File: src/rtl/mat_config_arbiter.sv
// mat_config_arbiter: round-robin serializer of table-write requests onto the config_mat update port.
// Define MAT_CFG_STATS_EN to build the 32-bit stat_write_count register; otherwise it is tied to 0.
`ifndef MATCH_KEY_WIDTH
`define MATCH_KEY_WIDTH 32
`endif
`ifndef MAT_ADDR_WIDTH
`define MAT_ADDR_WIDTH 8
`endif

module mat_config_arbiter #(
    parameter int NUM_REQ     = 4,
    parameter int KEY_WIDTH   = `MATCH_KEY_WIDTH,
    parameter int VALUE_WIDTH = 128,
    parameter int ADDR_WIDTH  = `MAT_ADDR_WIDTH,
    parameter int GAP_CYCLES  = 2
) (
    input  logic                           clk,
    input  logic                           rst,
    input  logic [NUM_REQ-1:0]             s_req_valid,
    output logic [NUM_REQ-1:0]             s_req_ready,
    input  logic [NUM_REQ*KEY_WIDTH-1:0]   s_req_key,
    input  logic [NUM_REQ*VALUE_WIDTH-1:0] s_req_value,
    input  logic [NUM_REQ*ADDR_WIDTH-1:0]  s_req_addr,
    output logic                           config_mat_en,
    output logic [KEY_WIDTH-1:0]           config_mat_key,
    output logic [VALUE_WIDTH-1:0]         config_mat_value,
    output logic [ADDR_WIDTH-1:0]          config_mat_addr,
    output logic                           busy,
    output logic [31:0]                    stat_write_count
);
    localparam int               IDX_W    = (NUM_REQ > 1) ? $clog2(NUM_REQ) : 1;
    localparam logic [IDX_W-1:0] LAST_IDX = IDX_W'(NUM_REQ - 1);
    localparam logic [7:0]       GAP_LOAD = (GAP_CYCLES > 0) ? 8'(GAP_CYCLES - 1) : 8'd0;

    typedef enum logic [1:0] {IDLE, WRITE, GAP} state_t;

    state_t           state, state_next;
    logic [IDX_W-1:0] last_grant, grant_idx, cand;
    logic             grant_found, handshake;
    logic [7:0]       gap_cnt;

    // Search starts one past last_grant and wraps, giving a strictly rotating order.
    always_comb begin
        // NOTE: every signal assigned here gets a default first, so no path can infer a latch.
        grant_found = 1'b0;
        grant_idx   = '0;
        cand        = last_grant;
        for (int k = 0; k < NUM_REQ; k++) begin
            cand = (cand == LAST_IDX) ? '0 : cand + IDX_W'(1);
            if (!grant_found && s_req_valid[cand]) begin
                grant_found = 1'b1;
                grant_idx   = cand;
            end
        end
    end

    assign handshake = (state == IDLE) && grant_found && !rst;

    always_comb begin
        s_req_ready = '0;
        if (handshake) s_req_ready[grant_idx] = 1'b1;
    end

    always_comb begin
        state_next = state;
        unique case (state)
            IDLE:    if (grant_found) state_next = WRITE;
            WRITE:   state_next = (GAP_CYCLES > 0) ? GAP : IDLE;
            GAP:     if (gap_cnt == 8'd0) state_next = IDLE;
            default: state_next = IDLE;
        endcase
    end

    always_ff @(posedge clk or posedge rst) begin
        if (rst) state <= IDLE;
        // NOTE: sequential state uses non-blocking assignment so every register samples pre-edge values.
        else     state <= state_next;
    end

    always_ff @(posedge clk or posedge rst) begin
        if (rst) begin
            last_grant       <= LAST_IDX;
            gap_cnt          <= '0;
            config_mat_key   <= '0;
            config_mat_value <= '0;
            config_mat_addr  <= '0;
        end else begin
            if (handshake) begin
                last_grant       <= grant_idx;
                config_mat_key   <= s_req_key[grant_idx*KEY_WIDTH +: KEY_WIDTH];
                config_mat_value <= s_req_value[grant_idx*VALUE_WIDTH +: VALUE_WIDTH];
                config_mat_addr  <= s_req_addr[grant_idx*ADDR_WIDTH +: ADDR_WIDTH];
            end
            if (state == WRITE)                         gap_cnt <= GAP_LOAD;
            else if (state == GAP && gap_cnt != 8'd0)   gap_cnt <= gap_cnt - 8'd1;
        end
    end

    // The strobe is a decode of the state register, so reset kills a pending pulse at once.
    assign config_mat_en = (state == WRITE);
    assign busy          = (state != IDLE);

`ifdef MAT_CFG_STATS_EN
    always_ff @(posedge clk or posedge rst) begin
        if (rst)                stat_write_count <= '0;
        else if (config_mat_en) stat_write_count <= stat_write_count + 32'd1;
    end
`else
    assign stat_write_count = '0;
`endif

endmodule

File: config.mk
export PLATFORM = sky130hd
export DESIGN_NAME = mat_config_arbiter
export DESIGN_NICKNAME = d
export VERILOG_FILES = /design/src/rtl/mat_config_arbiter.sv
export SDC_FILE = /design/constraint.sdc
export NUM_CORES = 1
export LEC_CHECK = 0
export CAP_MARGIN = 25
export CORE_AREA = 2 2 349 351
export CTS_CLUSTER_SIZE = 30
export DETAILED_ROUTE_END_ITERATION = 16
export DIE_AREA = 0 0 351 353
export PLACE_DENSITY_LB_ADDON = 0.25
export RECOVER_POWER = 25
export SETUP_SLACK_MARGIN = 0.15
export SLEW_MARGIN = 0
export SYNTH_ARGS = -nofsm -noshare
export SYNTH_HDL_FRONTEND = slang
export SYNTH_SLANG_ARGS = --single-unit
File: constraint.sdc
create_clock -name clk -period 7.7 [get_ports clk]
set_input_delay 1.54 -clock clk [delete_from_list [all_inputs] [get_ports clk]]
set_output_delay 1.54 -clock clk [all_outputs]
set_load 0.05 [all_outputs]
**After elaboration in Yosys (flattened, before gate mapping)**

Index checks and enable logic that the tools add are counted.

- Magnitude comparators: 6
- Equal/unequal tests: 8
- Multiplexer cells: 28
- $add $sub $neg: 5
- Shifts and indexed selects: 3
- Reductions and logical operators: 17

Operators by type and width:

| cell | number |
|---|---|
| $shiftx 512x10->128 | 1 |
| $shiftx 128x8->32 | 1 |
| $shiftx 32x6->8 | 1 |
| $mux 2 | 10 |
| $mux 8 | 2 |
| $lt 2x3->1 const B | 5 |
| $eq 2x2->1 const B | 5 |
| $mux 1 | 9 |
| $add 2x1->2 const B | 4 |
| $bmux 1 s2 | 4 |
| $logic_not 8->1 | 1 |
| $reduce_bool 8->1 | 1 |
| $sub 8x1->8 const B | 1 |
| $logic_and 1x1->1 | 7 |
| $pmux 2 s3 | 1 |
| $logic_not 1->1 | 4 |
| $mux 4 | 1 |
| $ne 2x2->1 const B | 2 |
| $reduce_bool 2->1 | 2 |
| $demux 1 s2 | 1 |
| $eq 2x1->1 const B | 1 |
| $ge 2x1->1 const B | 1 |
| $logic_not 2->1 | 1 |
| $reduce_and 2->1 | 1 |

- Input bits: 678
- Output and inout port bits: 206
- Register bits: 180
- Logic and storage cells: 73

**Depth between registers and ports, before layout**

Gate-level depths: netlist of run 1.

- Depth in word-level cells: 19
- Depth in mapped cells: 9
- Mapped depth without buffers: 7

**Worst setup path before layout of run 1**

Ideal clock, no wire load.

- Kind: input-to-output
- From: input port rst
- To: output port s_req_ready[0]
- Buffers on the path: 2
- Path slack: -1,173 ps
- Required time: 6,160 ps
- Arrival: 7,333 ps
- Cell stages on the path: 5
- Path through: inv_1 > nand2b_1 > clkbuf_1 > clkbuf_1 > nor3_1

- Longest elaborated chain between the ends: 3

Ends and longest elaborated chain:

| what | line | text |
|---|---|---|
| from (decl) | 18 | `input logic rst,` |
| $logic_not 1->1 (no line) | -- |  |
| $logic_and 1x1->1 | 57 | `assign handshake = (state == IDLE) && grant_found && !rst;` |
| $mux 4 | 61 | `if (handshake) s_req_ready[grant_idx] = 1'b1;` |
| to (decl) | 20 | `output logic [NUM_REQ-1:0] s_req_ready,` |

No other way between the ends.

**Final worst setup path of run 1**

- From: input port s_req_valid[2]
- To: output port s_req_ready[3]

- Longest elaborated chain between the ends: 17
- Elaborated cells between the ends (all ways): 30
- Classes of those cells: 2 x order compare; 19 x mux; 9 x reduce/logical

Ends and longest elaborated chain:

| what | line | text |
|---|---|---|
| from (decl) | 19 | `input logic [NUM_REQ-1:0] s_req_valid,` |
| $bmux 1 s2 | 50 | `if (!grant_found && s_req_valid[cand]) begin` |
| $mux 1 (implied by the code) | 50 |  |
| $mux 1 | 50 |  |
| $logic_not 1->1 | 50 |  |
| $logic_and 1x1->1 | 50 |  |
| $mux 1 | 50 |  |
| $logic_not 1->1 | 50 |  |
| $logic_and 1x1->1 | 50 |  |
| $mux 1 | 50 |  |
| $logic_not 1->1 | 50 |  |
| $logic_and 1x1->1 | 50 |  |
| $mux 2 | 50 |  |
| $lt 2x3->1 (implied by the code) / $ge 2x1->1 (equally long branches) | 61 |  |
| $logic_and 1x1->1 (implied by the code) | 61 |  |
| $mux 1 (implied by the code) | 61 |  |
| $demux 1 s2 | 61 |  |
| $mux 4 * | 61 |  |

Mark *: on every way between the ends. The rest lies on a longest branch, timed or not. The select of a mux whose other input is x is not followed.

==> impl_metrics.tcl, run 1 <==
set metrics [dict create \
    status "complete, but fails checks" \
    violations "capacitance limit, slew limit" \
    crit_fanout 31 \
    power.density_nw_per_um2 401 \
    tightest_slew_ns 3.05 \
    max_cap_violations 1 \
    max-slew-margin-rel_pct -103 \
    drtIter0Drc 859 \
    post-cts-setup-buffers 0 \
    clockRootBuffer "clkbuf_16" \
    grt_pass1_vias 16500 \
    final_area_um2 23400 \
    cts_buffers 17 \
    dieArea_um2 124000 \
    path_class "in2out" \
    clk_path_buf_depth 2 \
    pin_count 884 \
    ys_seq_elements 180 \
    totalPowerFinal_w 0.00941 \
    cts-hold-fix-buffers 0 \
    grt_overflow 0 \
    synth_top_area_share_pct 34.8 \
    syn_inst 1439 \
    fin_skew_ns 0.0179 \
    portBuffers 851 \
    cts.sinks 180 \
    synth-edff-count 0 \
    timing.fmax_ghz 0.157 \
    r2r-start "last_grant[0]" \
    finish.utilization_pct 19.4 \
    synth_area_leader_cell "dfrtp_1" \
    area_growth_pct 83.4 \
    post-route-min-period_ns 6.37 \
    whs_ns 0.484 \
    antenna_found_initial 24 \
    ys_top_cells_by_count "clkbuf_1, dfrtp_1, a21oi_1" \
    holdCritPathClass "reg2reg" \
    setup_viol 0 \
    fin_setup_tns_ns 0 \
    async_reset_ff_share_pct 100 \
    placed_cell_area_um2 22800 \
    ys_seq_area_share_pct 35.3 \
    hp-start "gap_cnt[6]" \
    required_ns 6.16 \
    wire_per_inst_um 24.7 \
    finalHoldViolCount 0 \
    clk_latency_ns 0.52 \
    ir_drop_mv 0.178 \
    synth_warnings 0 \
    finalWeightedCongestion 0.771 \
    hold_path_depth 1 \
    synth_cell_types 41 \
    syn_area_um2 12800 \
    ys.flop_type "dfrtp_1" \
    nNetsFinal 2813 \
    reg2reg_slack_ns 3.32 \
    grt_max_degree 107 \
    cts_tree "yes" \
    dr.pass1.iters 7 \
    grt_pass1_wl_mm 129 \
    fill_cells 13500 \
    holdPathEnd "gap_cnt[6]" \
    leakagePower_nw 8.25 \
    synth_area_per_cell_um2 8.88 \
    start_util_pct 10.6 \
    totalWireLength_mm 93.5 \
    synthTopCellsByArea "dfrtp_1, a221o_1, o22a_1" \
    startpoint_type "input pin" \
    vias 16100 \
    drv_slew 47 \
    dp_hpwl_mm 67.6 \
    end_kind "output port" \
    die_y_um 353 \
    die_x_um 351 \
    rr_endpoint "config_mat_value[28]" \
    postRouteAntennaNets 0 \
    arrival_ns 4.83 \
    r2r_cells 9 \
    layout-drive-gt1-share_pct 4.29 \
    cts.reportedPaths.clkPinSlew_ns 0.08 \
    route.detailed.drc 0 \
    rows 128 \
    h-tree-depth 4 \
    synth.most_common_cell "clkbuf_1" \
    post_cts_resized 0 \
    track_usage_pct 14.4 \
    design.core.area_um2 121000 \
    rsz0062_at_grt "no" \
    via_per_inst 4.25 \
    finalCritPeriodShare_pct 82.8 \
]
flip-flops by register name, summed over array words and instances, names as in the netlist:
name,cells
state,2
last_grant,2
config_mat_addr,8
config_mat_value,128
config_mat_key,32
gap_cnt,8
through the flow:
| step | setup WS [ns] | cells |
|---|---|---|
| finish | 1.33 | 3782 |
| global route | 1.04 | 3780 |
| CTS | 1.87 | 3770 |
| detailed placement | 1.89 | 3739 |
| global placement | 1.89 | 3738 |
| floorplan | 0.694 | 1470 |
worst max-delay path: stages:
cell and delay, ns:
dlygate4sd3_1 0.72, nor2_1 0.16, a21o_1 0.26, nand2b_1 0.77
nor3_1 0.48, clkdlybuf4s50_1 0.88
area by class of cell:
| cell class | count | area, um2 | area share, % |
|---|---|---|---|
| clock buffers | 18 | 429 | 1.83 |
| clock inverters | 13 | 173 | 0.737 |
| flip-flops and latches | 180 | 4510 | 19.2 |
| multi-input cells | 1035 | 7380 | 31.5 |
| inverters | 6 | 23.8 | 0.101 |
| well taps | 1625 | 2030 | 8.67 |
| repair buffers | 893 | 8860 | 37.8 |
| diodes | 12 | 30.0 | 0.128 |
layer usage:
layer  global-route usage, %  vias up  wire, um
met4                    5.00       12      2040
met3                    4.50       82      7340
met2                    25.1      664     47200
met1                    16.6     8079     36900
li1                        -     7253         -
met5                       0        -        95
cells by family after synthesis:
logic type,Yosys count,share of synthesized area (%)
AOI/OAI and AO/OA,722,44.0
xor gates and xnor gates,2,0.137
adders and majority gates,2,0.196
buffers and inverters,255,8.62
DFF,180,35.3
muxes,3,0.235
other,1,0.0293
and+or+nand+nor,274,11.5
worst max path at each step:
stage / end / from
2_1_floorplan: s_req_ready[0] / rst
3_3_place_gp: s_req_ready[3] / s_req_valid[1]
3_5_place_dp: s_req_ready[3] / s_req_valid[1]
4_1_cts: s_req_ready[2] / last_grant[0]
5_1_grt: config_mat_value[98] / rst
6_report: s_req_ready[3] / s_req_valid[2]
power by group:
part           leakage (nW)  switching, W  internal [W]
Sequential             2.03      0.000283       0.00143
Combinational          5.93       0.00450       0.00216
Clock                 0.286      0.000510      0.000516
placed cells by master, fill, tap and decap left out, types with 3 or more instances in the layout:
cell and instances:
clkdlybuf4s50_1 771, dfrtp_1 178, a21oi_1 169, nand4_1 137, o31ai_1 137, a221o_1 137, o22a_1 137, dlygate4sd3_1 79
nor2_1 41, nand2_1 39, buf_4 37, o21ai_0 36, nor3_1 35, o31a_1 32, conb_1 32, o2111a_1 31
a311oi_1 31, clkbuf_16 17, diode_2 12, inv_1 5, inv_6 4, nand2b_1 3, mux2i_1 3, nor4_1 3
bufinv_16 3, clkinvlp_4 3, clkbuf_1 3, buf_12 3
Power figures use the tool's default switching activity.
==> inputs of run 2 (changes only) <==
--- a/config.mk
+++ b/config.mk
@@ -6,10 +6,10 @@
 export NUM_CORES = 1
 export LEC_CHECK = 0
 export CAP_MARGIN = 25
-export CORE_AREA = 2 2 349 351
+export CORE_AREA = 2 2 344 346
 export CTS_CLUSTER_SIZE = 30
 export DETAILED_ROUTE_END_ITERATION = 16
-export DIE_AREA = 0 0 351 353
+export DIE_AREA = 0 0 346 348
 export PLACE_DENSITY_LB_ADDON = 0.25
 export RECOVER_POWER = 25
 export SETUP_SLACK_MARGIN = 0.15
==> constraint.sdc (replaced) <==
create_clock -name clk -period 6.2 [get_ports clk]
set_input_delay 1.24 -clock clk [delete_from_list [all_inputs] [get_ports clk]]
set_output_delay 1.24 -clock clk [all_outputs]
set_load 0.05 [all_outputs]
==> run 2 against run 1 <==
  * The run still ends with capacitance limit, slew limit left
  * Via count about the same
  * First-iteration DRC count fell by 4.7%
  * Total power is 25% higher
  * Die area is 2.8% lower
  * Worst hold slack worse by 0.0055 ns
  * Critical path depth did not move
  * Global-route usage is 0.10 points higher
  * Clock skew up 0.0019 ns
  * Register-to-register slack worse by 1.0 ns
  * Cell area is essentially flat
  * Sequential power is 24% higher
  * Combinational power grew 25%
==> impl_metrics.tcl, run 2 (synthesis gave the netlist of run 1 again) <==
set metrics [dict create \
    ir_drop_mv 0.479 \
    place_inst 3646 \
    hp-start "gap_cnt[6]" \
    tightest_slew_ns 2.03 \
    post_cts_resized 0 \
    layout_commonest_cell "clkdlybuf4s50_1" \
    die_x_um 346 \
    dieArea_um2 120000 \
    grt_pass1_vias 16600 \
    violations "capacitance limit, slew limit" \
    startpoint_type "input pin" \
    max-slew-margin-rel_pct -35.2 \
    finalWeightedCongestion 0.776 \
    crit_family "buffers and inverters" \
    layout-drive-gt1-share_pct 4.39 \
    max_cap_violations 2 \
    via_per_inst 4.36 \
    cts_tree "yes" \
    arrival_ns 3.82 \
    final_area_um2 23400 \
    drtIter0Drc 819 \
    crit_fanout 7 \
    fin_skew_ns 0.0197 \
    critPathBufInv 2 \
    power.density_nw_per_um2 502 \
    clk_latency_ns 0.51 \
    grt_overflow 0 \
    setup_viol 0 \
    largestRegisters "config_mat_value x128, config_mat_key x32" \
    finalHoldViolCount 0 \
    design.core.area_um2 117000 \
    cts.sinks 180 \
    status "complete, but fails checks" \
    holdCritPathClass "reg2reg" \
    h-tree-depth 4 \
    rows 126 \
    worstPathCellList "dlygate4sd3_1 -> nand2_1 -> and2_4 -> nor3_1 -> nor3_4 -> clkdlybuf4s50_1" \
    critPathMaxStageDelay_ns 0.84 \
    dp_hpwl_mm 64.7 \
    dr.pass1.iters 5 \
    nNetsFinal 2809 \
    path_class "in2out" \
    portBuffers 851 \
    postRouteAntennaNets 0 \
    grt_max_degree 124 \
    cts_buffers 17 \
    stdcell_count 3689 \
    die_y_um 348 \
    critical_path.startpoint "s_req_valid[3]" \
    r2r-start "last_grant[0]" \
    antenna_found_initial 20 \
    largest_register_ffs 128 \
    totalWireLength_mm 91.5 \
    slowest_stage "dlygate4sd3_1" \
    grt_pass1_wl_mm 127 \
    pin_count 884 \
    track_usage_pct 14.6 \
    placed_cell_area_um2 22800 \
    cts-hold-fix-buffers 0 \
    rsz0062_at_grt "no" \
    post-route-min-period_ns 5.06 \
    route.detailed.drc 0 \
    cts.reportedPaths.clkPinSlew_ns 0.08 \
    clockRootBuffer "clkbuf_16" \
    finalCritPeriodShare_pct 81.6 \
    start_util_pct 10.9 \
    fin_setup_tns_ns 0 \
    clk_path_buf_depth 2 \
    wire_per_inst_um 24.8 \
    leakagePower_nw 8.31 \
    required_ns 4.96 \
    drv_slew 132 \
    final_cell_mix "clkdlybuf4s50_1, dfrtp_1, a21oi_1, o31ai_1" \
    vias 16100 \
    post-cts-setup-buffers 0 \
    timing.fmax_ghz 0.198 \
    end_kind "output port" \
    area_growth_pct 83.3 \
    regMostFlops "config_mat_value" \
]
==> run 2: cell types whose count changed in the layout (fill, tap and decap cells not counted), sizes merged <==
cell           before  now
buf                41   38
bufinv              3    2
clkdlybuf4s50     771  846
clkinv              2    6
clkinvlp            4    2
diode              12   11
dlygate4sd3        79    2
inv                10   11
==> run 2: per-layer routing <==
layer	wire length [um]	track usage, %	vias to the layer above	share of wire, %
met1	36900	17.1	8047	40
met4	2640	6.03	6	2.9
met5	29	0	-	0.032
met3	6890	4.55	105	7.5
met2	45000	24.4	681	49
li1	-	-	7252	-
==> run 2: final timing paths <==
kind                                              to  slack [ns]  depth (start not counted)
worst max register to register    config_mat_addr[2]        2.29                          8
worst min register to register            gap_cnt[6]        0.48                          1
max in group asynchronous       config_mat_value[60]        1.32                          4
min in group asynchronous                   state[0]        2.13                          3
worst max-delay path                  s_req_ready[2]        1.14                          6
worst min-delay path                      gap_cnt[6]        0.48                          1
==> run 2: metrics by stage <==
| stage | hold WS (ns) | setup slack, ns | power [W] | utilization (%) |
|---|---|---|---|---|
| 2_1_floorplan | 0.440 | 0.108 | 0.00734 | - |
| 4_1_cts | 0.495 | 1.15 | 0.0120 | 20.0 |
| 5_1_grt | 0.509 | 0.747 | 0.0124 | 20.0 |
| 3_5_place_dp | 0.482 | 1.16 | 0.0106 | 19.5 |
| 3_3_place_gp | 0.467 | 1.16 | 0.0106 | 19.5 |
| 6_report | 0.479 | 1.14 | 0.0118 | 20.0 |
==> run 2: cell type report <==
type,instances,area [um2]
antenna,11,27.5
clock inverter,15,191
multi-input combinational,1035,7410
clock buffer,17,425
fill,13000,93600
timing repair buffer,889,8910
tap,1536,1920
sequential,180,4510
inverter,6,23.8
==> run 2: power by group <==
part	switching [W]	total (W)	leakage, nW	internal, W
logic	0.00554	0.00835	5.98	0.00282
clock network	0.000650	0.00127	0.300	0.000615
registers	0.000361	0.00214	2.03	0.00178
==> inputs of run 3 (changes only) <==
==> constraint.sdc (replaced) <==
create_clock -name clk -period 5.15 [get_ports clk]
set_input_delay 1.03 -clock clk [delete_from_list [all_inputs] [get_ports clk]]
set_output_delay 1.03 -clock clk [all_outputs]
set_load 0.05 [all_outputs]
==> run 3 against run 2 <==
  * The flow still finishes with violations (capacitance limit, slew limit)
  * Cell area is 0.55% higher
  * Via count up 0.44%
  * Core utilization increased by 0.11 points
  * Non-clock buffer count grew 6
  * Sequential share of layout area shrank 0.11 points
  * Cell count stayed put
  * Global-route usage up 0.34 points
  * Wire length up 2.3%
  * Critical path type is now in2async
  * Largest power group unchanged
==> impl_metrics.tcl, run 3 (synthesis gave the netlist of run 1 again) <==
set metrics [dict create \
    largest_register_ffs 128 \
    grt_pass1_vias 16700 \
    setup_viol 0 \
    end_kind "async pin" \
    post_cts_resized 0 \
    track_usage_pct 14.9 \
    final_cell_mix "clkdlybuf4s50_1, dfrtp_1, a21oi_1, o31ai_1" \
    status "complete, but fails checks" \
    finalHoldViolCount 0 \
    hold_path_depth 1 \
    grt_max_degree 99 \
    reg2reg_slack_ns 1.71 \
    rsz0062_at_grt "no" \
    totalPowerFinal_w 0.0143 \
    antenna_found_initial 23 \
    ir_drop_mv 0.460 \
    vias 16200 \
    dp_hpwl_mm 67.6 \
    dp_slack_ns 0.679 \
    path_class "in2async" \
    grt_overflow 0 \
    finalWeightedCongestion 0.786 \
    regMostFlops "config_mat_value" \
    clk_path_buf_depth 2 \
    layout_commonest_cell "clkdlybuf4s50_1" \
    layout-drive-gt1-share_pct 4.70 \
    startpoint_type "input pin" \
    slowest_stage "clkbuf_1" \
    wire_per_inst_um 25.4 \
    r2r_cells 8 \
    setup_slack_ns 0.994 \
    max-slew-margin-rel_pct -74.0 \
    finalCritPeriodShare_pct 80.7 \
    dieArea_um2 120000 \
    post-route-min-period_ns 4.16 \
    h-tree-depth 4 \
    dr.pass1.iters 5 \
    rows 126 \
    cts.reportedPaths.clkPinSlew_ns 0.08 \
    drtIter0Drc 1095 \
    cts-hold-fix-buffers 0 \
    leakagePower_nw 8.37 \
    die_y_um 348 \
    power.density_nw_per_um2 608 \
    postRouteAntennaNets 0 \
    largestRegisters "config_mat_value x128, config_mat_key x32" \
    critPathMaxStageDelay_ns 1.86 \
    required_ns 5.65 \
    fin_setup_tns_ns 0 \
    violations "capacitance limit, slew limit" \
    pin_count 884 \
    hp-start "gap_cnt[6]" \
    start_util_pct 10.9 \
    portBuffers 851 \
    clk_latency_ns 0.51 \
    design.core.area_um2 117000 \
    area_growth_pct 84.3 \
    rr_endpoint "config_mat_value[59]" \
    route.detailed.drc 0 \
    r2r-start "last_grant[0]" \
    post-cts-setup-buffers 0 \
    clockRootBuffer "clkbuf_16" \
    max_cap_violations 1 \
    stdcell_count 3689 \
    timing.fmax_ghz 0.241 \
    crit_fanout 55 \
    place_inst 3652 \
    fin_skew_ns 0.0163 \
    holdCritPathClass "reg2reg" \
    drv_slew 37 \
    finish.utilization_pct 20.1 \
    grt_pass1_wl_mm 131 \
    holdPathEnd "gap_cnt[6]" \
    fill_cells 13000 \
    cts_tree "yes" \
    tightest_slew_ns 2.61 \
    via_per_inst 4.38 \
    worstPathCellList "dlygate4sd3_1 -> clkinvlp_2 -> clkbuf_1 -> buf_4" \
    die_x_um 346 \
    cts_buffers 17 \
    arrival_ns 4.66 \
    totalWireLength_mm 93.6 \
    nNetsFinal 2815 \
    cts.sinks 180 \
]
==> run 3: changes by cell type in the layout (fill, tap and decap cells not counted), moves of 2 or more <==
cell	change
buf_12	+5
buf_4	+3
bufinv_16	+2
clkinv_4	-3
clkinvlp_4	+2
diode_2	-6
==> run 3: where the power goes <==
part,total (W),internal [W],switching [W]
combinational,0.0101,0.00344,0.00667
clock,0.00161,0.000844,0.000768
sequential,0.00260,0.00215,0.000458
total,0.0143,0.00642,0.00790
==> run 3: how the worst max path moves through the flow <==
stage / cells after the start / to / start
6_report: 4 / config_mat_value[89] / rst
5_1_grt: 4 / config_mat_value[89] / rst
4_1_cts: 6 / s_req_ready[3] / s_req_valid[3]
3_5_place_dp: 8 / config_mat_key[14] / s_req_valid[2]
3_3_place_gp: 8 / config_mat_key[14] / s_req_valid[2]
2_1_floorplan: 5 / s_req_ready[0] / rst
==> run 3: worst max-delay path: cells and delay by family <==
kind                   cells  cell delay [ns]
buffers and inverters      4             3.48
==> run 3: per-layer routing <==
layer	vias up	wire length (um)	global-route usage (%)	part of all wire, %
li1	7261	-	-	-
met1	8135	38000	17.6	41
met2	678	47900	26.7	51
met3	69	6540	4.31	7.0
met4	18	1020	2.87	1.1
met5	-	115	0	0.12
==> run 3: layout make-up <==
type	count	area [um2]	area share, %
Tap cell	1536	1920	8.16
Inverter	6	23.8	0.101
Multi-Input combinational cell	1035	7410	31.5
Clock buffer	18	439	1.86
Sequential cell	180	4510	19.1
Timing Repair Buffer	895	9020	38.3
Clock inverter	14	216	0.919
Antenna cell	5	12.5	0.0531
==> run 3: per-stage QoR <==
step / instance area [um2] / hold slack [ns]
floorplan: 13000 / 0.440
global placement: 22900 / 0.468
detailed placement: 22900 / 0.480
CTS: 23600 / 0.493
global route: 23500 / 0.519
finish: 23600 / 0.487
